File: src/rtl/led_ctrl.sv
`default_nettype none
// ============================================================================
// Module   : led_ctrl
// Purpose  : Multi-channel LED controller behind an Avalon-MM slave port.
//            Each channel is off, on, blinking (programmable half-period in
//            ticks) or PWM dimmed. A heartbeat output toggles every HB_TICKS
//            ticks. The macro LED_CTRL_PWM_EN enables the PWM counter and duty
//            storage; without it mode 11 behaves as on and duty reads as 0.
// Revision : 1.0 - initial release
// ============================================================================
module led_ctrl #(
    parameter int NUM_LEDS   = 8,
    parameter int ADDR_W     = 3,
    parameter int CLK_FREQ   = 16000000,
    parameter int TICK_HZ    = 1000,
    parameter int HB_TICKS   = 500,
    parameter int ACTIVE_LOW = 1
) (
    input  logic                clk,
    input  logic                rst,
    input  logic [ADDR_W-1:0]   address,
    input  logic                write,
    input  logic [31:0]         writedata,
    input  logic                read,
    output logic [31:0]         readdata,
    output logic [NUM_LEDS-1:0] led,
    output logic                heartbeat
);

    localparam int c_DIV = CLK_FREQ / TICK_HZ;
    localparam int c_PW  = $clog2(c_DIV);
    localparam int c_HBW = (HB_TICKS > 1) ? $clog2(HB_TICKS) : 1;
    localparam logic [c_PW-1:0]  c_PRESC_MAX = c_PW'(c_DIV - 1);
    localparam logic [c_HBW-1:0] c_HB_MAX    = c_HBW'(HB_TICKS - 1);

    logic [c_PW-1:0]     r_presc;
    logic [c_HBW-1:0]    r_hb_cnt;
    logic                w_tick;
    logic [NUM_LEDS-1:0] w_state;
    logic [31:0]         w_word [NUM_LEDS];
    logic [31:0]         w_rd_mux;
    logic                w_unused;

`ifdef LED_CTRL_PWM_EN
    logic [7:0]          r_pwm_cnt;
    assign w_unused = &{1'b0, writedata[7:2]};
`else
    assign w_unused = &{1'b0, writedata[15:2]};
`endif

    assign w_tick = (r_presc == c_PRESC_MAX);

    // Prescaler and heartbeat: one tick every DIV clocks, heartbeat toggles every HB_TICKS ticks
    always_ff @(posedge clk) begin
        if (rst) begin
            r_presc   <= '0;
            r_hb_cnt  <= '0;
            heartbeat <= 1'b0;
        end else begin
            r_presc <= w_tick ? '0 : r_presc + c_PW'(1);
            if (w_tick) begin
                if (r_hb_cnt == c_HB_MAX) begin
                    r_hb_cnt  <= '0;
                    heartbeat <= ~heartbeat;
                end else begin
                    r_hb_cnt <= r_hb_cnt + c_HBW'(1);
                end
            end
        end
    end

`ifdef LED_CTRL_PWM_EN
    // Shared free-running PWM counter, period 256 clocks
    always_ff @(posedge clk) begin
        if (rst) r_pwm_cnt <= '0;
        else     r_pwm_cnt <= r_pwm_cnt + 8'd1;
    end
`endif

    for (genvar i = 0; i < NUM_LEDS; i++) begin : g_ch
        logic [1:0]  r_mode;
        logic [15:0] r_hp;
        logic [15:0] r_bcnt;
        logic        r_phase;
        logic [7:0]  w_duty;
        logic [15:0] w_hp_lim;
        logic        w_wr;
        logic        w_lit;

        assign w_wr     = write && (address == ADDR_W'(i));
        // A half-period of 0 behaves like 1
        assign w_hp_lim = (r_hp == 16'd0) ? 16'd0 : r_hp - 16'd1;

`ifdef LED_CTRL_PWM_EN
        logic [7:0] r_duty;
        assign w_duty = r_duty;

        // Duty register, loaded on channel write
        always_ff @(posedge clk) begin
            if (rst)       r_duty <= '0;
            else if (w_wr) r_duty <= writedata[15:8];
        end
`else
        assign w_duty = 8'h00;
`endif

        // Channel config and blink engine; a write restarts the blink lit, even on a tick
        always_ff @(posedge clk) begin
            if (rst) begin
                r_mode  <= '0;
                r_hp    <= '0;
                r_bcnt  <= '0;
                r_phase <= 1'b0;
            end else if (w_wr) begin
                r_mode  <= writedata[1:0];
                r_hp    <= writedata[31:16];
                r_bcnt  <= '0;
                r_phase <= 1'b1;
            end else if (w_tick) begin
                if (r_bcnt == w_hp_lim) begin
                    r_bcnt  <= '0;
                    r_phase <= ~r_phase;
                end else begin
                    r_bcnt <= r_bcnt + 16'd1;
                end
            end
        end

        // Logical LED state selected by mode
        always_comb begin
            w_lit = 1'b0;
            case (r_mode)
                2'b01:   w_lit = 1'b1;
                2'b10:   w_lit = r_phase;
`ifdef LED_CTRL_PWM_EN
                2'b11:   w_lit = (r_pwm_cnt < r_duty);
`else
                2'b11:   w_lit = 1'b1;
`endif
                default: w_lit = 1'b0;
            endcase
        end

        assign w_state[i] = w_lit;
        assign w_word[i]  = {r_hp, w_duty, 5'b00000, w_lit, r_mode};
    end

    // Read mux; addresses without a channel return 0
    always_comb begin
        w_rd_mux = '0;
        for (int k = 0; k < NUM_LEDS; k++) begin
            if (address == ADDR_W'(k)) w_rd_mux = w_word[k];
        end
    end

    // Registered read data (holds between reads) and LED pins with polarity applied
    always_ff @(posedge clk) begin
        if (rst) begin
            readdata <= '0;
            led      <= (ACTIVE_LOW != 0) ? {NUM_LEDS{1'b1}} : {NUM_LEDS{1'b0}};
        end else begin
            if (read) readdata <= w_rd_mux;
            led <= (ACTIVE_LOW != 0) ? ~w_state : w_state;
        end
    end

endmodule
`default_nettype wire

File: config.mk
export PLATFORM = sky130hd
export DESIGN_NAME = led_ctrl
export DESIGN_NICKNAME = d
export VERILOG_FILES = /design/src/rtl/led_ctrl.sv
export SDC_FILE = /design/constraint.sdc
export NUM_CORES = 1
export LEC_CHECK = 0
export CELL_PAD_IN_SITES_DETAIL_PLACEMENT = 2
export CELL_PAD_IN_SITES_GLOBAL_PLACEMENT = 2
export CORE_ASPECT_RATIO = 1.2
export CORE_MARGIN = 2
export CORE_UTILIZATION = 37
export DETAILED_ROUTE_END_ITERATION = 12
export PLACE_DENSITY = 0.85
export SLEW_MARGIN = 20
export SYNTH_ARGS = -nofsm -noshare
export SYNTH_HDL_FRONTEND = slang
export SYNTH_SLANG_ARGS = --single-unit
File: constraint.sdc
create_clock -name clk -period 4.5 [get_ports clk]
set_input_delay 0.9 -clock clk [delete_from_list [all_inputs] [get_ports clk]]
set_output_delay 0.9 -clock clk [all_outputs]
set_load 0.005 [all_outputs]
== Yosys cells after proc, flatten, opt, wreduce, memory -nomap -nowiden ==
Cells that the tools add are included.

* Muxes and demuxes: 57
* Add/sub/neg operators: 18
* Reduce and logical (&&, ||, !) cells: 59
* Eq/ne operators: 41
* Bitwise gates (word level): 10

{| class="wikitable"
|+ Operators by type and width
! operator !! count
|-
| two-way mux 16 bit || 16
|-
| two-way mux 32 bit || 8
|-
| adder 16 x 1 -> 16 bit, second input constant || 8
|-
| == test 16 bit || 8
|-
| logical NOT 16 bit || 8
|-
| subtractor 16 x 1 -> 16 bit, second input constant || 8
|-
| OR reduction 2 bit || 17
|-
| == test 2 bit, second input constant || 16
|-
| nonzero test 2 bit || 16
|-
| two-way mux 1 bit || 24
|-
| AND reduction 2 bit || 9
|-
| == test 2 x 1 -> 1 bit, second input constant || 8
|-
| one-hot mux 1 bit (2 select lines) || 8
|-
| adder 14 x 1 -> 14 bit, second input constant || 1
|-
| == test 14 bit, second input constant || 1
|-
| == test 3 bit, second input constant || 4
|-
| adder 9 x 1 -> 9 bit, second input constant || 1
|-
| == test 9 bit, second input constant || 1
|-
| two-way mux 9 bit || 1
|-
| NOT 1 bit || 9
|-
| logical AND 1 bit || 8
|-
| NOT 8 bit || 1
|-
| == test 3 x 2 -> 1 bit, second input constant || 2
|-
| == test 3 x 1 -> 1 bit, second input constant || 1
|-
| logical NOT 3 bit || 1
|}

* Output and inout bits: 41
* Bits in registers: 344
* Logic and storage cells: 222

== Depth between registers and ports, before layout ==
* Depth in word-level cells: 11
* Depth in mapped cells: 14
* Gate-level depth less buffers: 10

== Worst setup path before layout ==
Ideal clock, no wire load.

* Path type: register to register
* Start: register g_ch[5].r_hp[7]
* End: register g_ch[5].r_bcnt[10]
* Data arrival time: 3.078 ns
* Cell stages (with the launch flop): 14
* Library setup time: 0.141 ns
* Setup slack: 1.282 ns
* Path buffers: 5
* Path through: dfxtp_1 buf_6 or4_1 buf_2 or4_1 buf_2 o31a_1 o22a_1 a311o_1 nor4_2 and3_1 buf_6 buf_12 nor3_2

* Cells in the longest elaborated chain, start to end: 4
* Elaborated cells between the ends (all ways): 5

{| class="wikitable"
|+ RTL lines
! what !! RTL line !! text
|-
| start: declaration || 82 || <nowiki>logic [15:0] r_hp;</nowiki>
|-
| start signal: assignment || 116 || <nowiki>r_hp <= writedata[31:16];</nowiki>
|-
| subtractor 16 x 1 -> 16 bit or logical NOT 16 bit (tied branches) || 92 || <nowiki>assign w_hp_lim = (r_hp == 16'd0) ? 16'd0 : r_hp - 16'd1;</nowiki>
|-
| two-way mux 16 bit * || 92 ||
|-
| == test 16 bit * || 120 || <nowiki>if (r_bcnt == w_hp_lim) begin</nowiki>
|-
| two-way mux 16 bit * || 120 ||
|-
| end signal: assignment || 124 || <nowiki>r_bcnt <= r_bcnt + 16'd1;</nowiki>
|-
| end: declaration || 83 || <nowiki>logic [15:0] r_bcnt;</nowiki>
|}

Mark *: on every way between the ends. The rest lies on a longest branch, timed or not.
A chain may end at the register's enable or synchronous reset.

== Worst setup path after layout ==
* Start: register g_ch[6].r_hp[3]
* End: register g_ch[6].r_bcnt[7]

* Cells in the longest elaborated chain, start to end: 4
* Elaborated cells between the ends (all ways): 5

{| class="wikitable"
|+ RTL lines
! what !! RTL line
|-
| start: declaration || 82
|-
| start signal: assignment || 116
|-
| subtractor 16 x 1 -> 16 bit or logical NOT 16 bit (tied branches) || 92
|-
| two-way mux 16 bit * || 92
|-
| == test 16 bit * || 120
|-
| two-way mux 16 bit * || 120
|-
| end signal: assignment || 124
|-
| end: declaration || 83
|}

Marks and branches as above.

==> run summary <==
Final HPWL DP -> 56900 um
H-tree levels -> 2
clock-pin slew on the worst setup and hold paths -> 0.06 ns
wl on met1 -> 34300 um
Crit Path Category -> reg -> reg
Post-Syn Area -> 20500 sq um
post-layout instance area -> 22700 sq um
slew of the pin with the lowest slew margin -> 1.02 ns
post-synthesis register bit count -> 331
Max VDD drop -> 272 uV
die area -> 57300 sq um
vias in the first global route -> 21700
pin count of the biggest net entering global routing -> 82
via count -> 20100
Yosys cell types -> 90
global route overflow -> 0
Synth Instances -> 2631
first-pass GRT wire length -> 127000 um
FFs w/ async S/R, synth -> 0
drt first pass iters -> 5
Max-slew headroom -> 0.314
synthesized area per cell -> 7.79 sq um
WL met3 -> 3850 um
setup TNS -> 0 ns
WL/cell -> 24.4 um
crit path max fanout -> 16
RePlAce Congestion -> 0.888
worst r2r src -> g_ch[6].r_hp[3]
CP Data Required Time -> 4.94 ns
most frequent cells in the layout -> nand2_1 (416), dfxtp_1 (331), nor2_1 (243)
Final nets -> 2623
Antenna Violating Nets Remaining -> 0
Post-synth top flop -> dfxtp_1
FILL cells -> 6248
Post-CTS Resized -> 0
Fin. Hold Viols -> 0
Initial Util -> 0.374
DRC -> 0
Tmin final -> 4.09 ns
Num CTS Buffers -> 40
# rows -> 94
worst reg2reg endpoint -> g_ch[6].r_bcnt[7]
overall fraction of global-route tracks in use -> 0.281
Crit path arrival time -> 4.53 ns
power per cell area -> 337 nW/um^2
Detailed Route Iter0 Violations -> 1468
dpl cell area -> 21300 sq um
Root Driver -> clkbuf_16
Hold-fix buffers, CTS -> 0
initial antenna violation count -> 7
crit path from -> g_ch[6].r_hp[3]
largest area contributor in the netlist -> dfxtp_1
Final Cycle Share -> 0.909
Setup crit end -> g_ch[6].r_bcnt[7]
Worst R2R Setup Slack -> 0.41 ns
core box area -> 54800 sq um
Vias/cell -> 6.07
# port buffers -> 52
Area Growth Syn to Fin -> 11.0%
Chip Height -> 262 um
metal2 WL -> 39500 um
Die Wd -> 219 um
Worst Hold Class -> reg -> reg
clk sinks -> 331
Final Slew Violations -> 0
status -> completed
Fmax -> 0.244 GHz
Syn. warnings -> 0
CTS tree -> built
r2r worst-path depth -> 8
Seq/Total Area, Yosys -> 0.323
I/O pins -> 80
Synth top area share -> 0.323
Area contributors post-synth -> dfxtp_1 (32%), nand2_1 (7.6%), xnor2_1 (5.6%), a21oi_1 (5.1%), xor2_1 (4.8%)
most common cell after layout, fill and taps aside -> nand2_1
total routed wirelength -> 81000 um
leakage power -> 7.96 nW
Top Metal Used -> met5
final setup fails -> 0
Max-Cap Viols -> 0
Startpoint Class -> flip-flop
unrepaired setup endpoints after global routing -> no
Worst Setup End Kind -> flip-flop
clock buffer depth -> 3
layout cells sized above 1 -> 0.0770
clock skew -> 0.0194 ns
Post-synth EDFFs -> 0
clk_lat worst skew -> 0.59 ns
Post-CTS Setup Bufs -> 0
[report_power, final]
group          internal, mW  total [mW]  switching [mW]
clock                  2.09        3.52            1.43
sequential             2.97        3.05          0.0812
combinational         0.414        1.09           0.679
total                  5.48        7.67            2.19
[cells in the mapped netlist (24+ instances only)]
library cell	instances
and3_1	30
xor2_1	112
dfxtp_1	331
inv_1	63
or3_1	33
nand4_1	65
buf_4	24
a211oi_1	30
nand3_1	85
mux2i_1	44
nor3_1	112
xnor2_1	131
or4_1	29
nand2_1	416
mux4_2	35
nor2_1	243
nor4_1	43
a21oi_1	207
clkbuf_1	148
o21ai_0	43
[routing by layer]
| layer | up-vias | GRT usage |
|---|---|---|
| met1 | 10300 | 0.351 |
| met2 | 538 | 0.486 |
| li1 | 9152 | - |
| met4 | 8 | 0.115 |
| met5 | - | 0 |
| met3 | 186 | 0.0413 |
[state kept, by name, summed over array words and instances, names as in the netlist]
register      count
g_ch.r_phase      8
g_ch.r_bcnt     128
readdata         19
r_presc          14
heartbeat         1
g_ch.r_mode      16
g_ch.r_hp       128
led               8
r_hb_cnt          9
[cells by family (layout without fill, tap and decap cells)]
logic type / Yosys count / in the layout / synth area share
AOI/OAI and AO/OA: 456 / 456 / 0.142
DFF: 331 / 331 / 0.323
other: 1 / 15 / 0.000183
and+or+nand+nor: 1217 / 1217 / 0.293
xor gates and xnor gates: 247 / 247 / 0.108
buffers and inverters: 275 / 228 / 0.0573
adders and majority gates: 19 / 19 / 0.0115
muxes: 85 / 85 / 0.0640
[worst min path at each step]
stage | slack (ns) | to | cells after the start | from
detailed placement | 0.46 | r_presc[0] | 1 | r_presc[0]
global placement | 0.44 | r_presc[0] | 1 | r_presc[0]
floorplan | 0.43 | r_presc[0] | 1 | r_presc[0]
global route | 0.49 | r_presc[0] | 1 | r_presc[0]
CTS | 0.47 | r_presc[0] | 1 | r_presc[0]
finish | 0.46 | r_presc[0] | 1 | r_presc[0]
[per-stage QoR]
stage / instances / power, mW / worst slack [ns] / util / hold slack [ns]
2_1_floorplan: 2643 / 3.85 / 1.28 / - / 0.430
3_3_place_gp: 3244 / 4.10 / 0.723 / 0.389 / 0.440
3_5_place_dp: 3244 / 4.17 / 0.465 / 0.389 / 0.459
4_1_cts: 3316 / 7.70 / 0.411 / 0.415 / 0.473
5_1_grt: 3318 / 7.91 / 0.140 / 0.415 / 0.491
6_report: 3318 / 7.67 / 0.409 / 0.415 / 0.464
[critical path, cell delays in order (launching register included)]
cell	delay, ns
dfxtp_1	0.49
or4_1	0.88
nor4_2	0.56
o311ai_0	0.36
a211o_1	0.34
a2111o_1	0.33
nor4_2	0.31
or3_1	0.56
nor2_1	0.12
[cell type report]
type / instances / area [sq um] / area share
Sequential cell: 331 / 6630 / 0.291
Timing Repair Buffer: 93 / 827 / 0.0364
Antenna cell: 2 / 5.00 / 0.000220
Inverter: 63 / 236 / 0.0104
Multi-Input combinational cell: 2037 / 12700 / 0.561
Clock buffer: 54 / 1150 / 0.0508
Tap cell: 720 / 901 / 0.0396
Clock inverter: 18 / 238 / 0.0105
(Power assumes the default switching activity.)
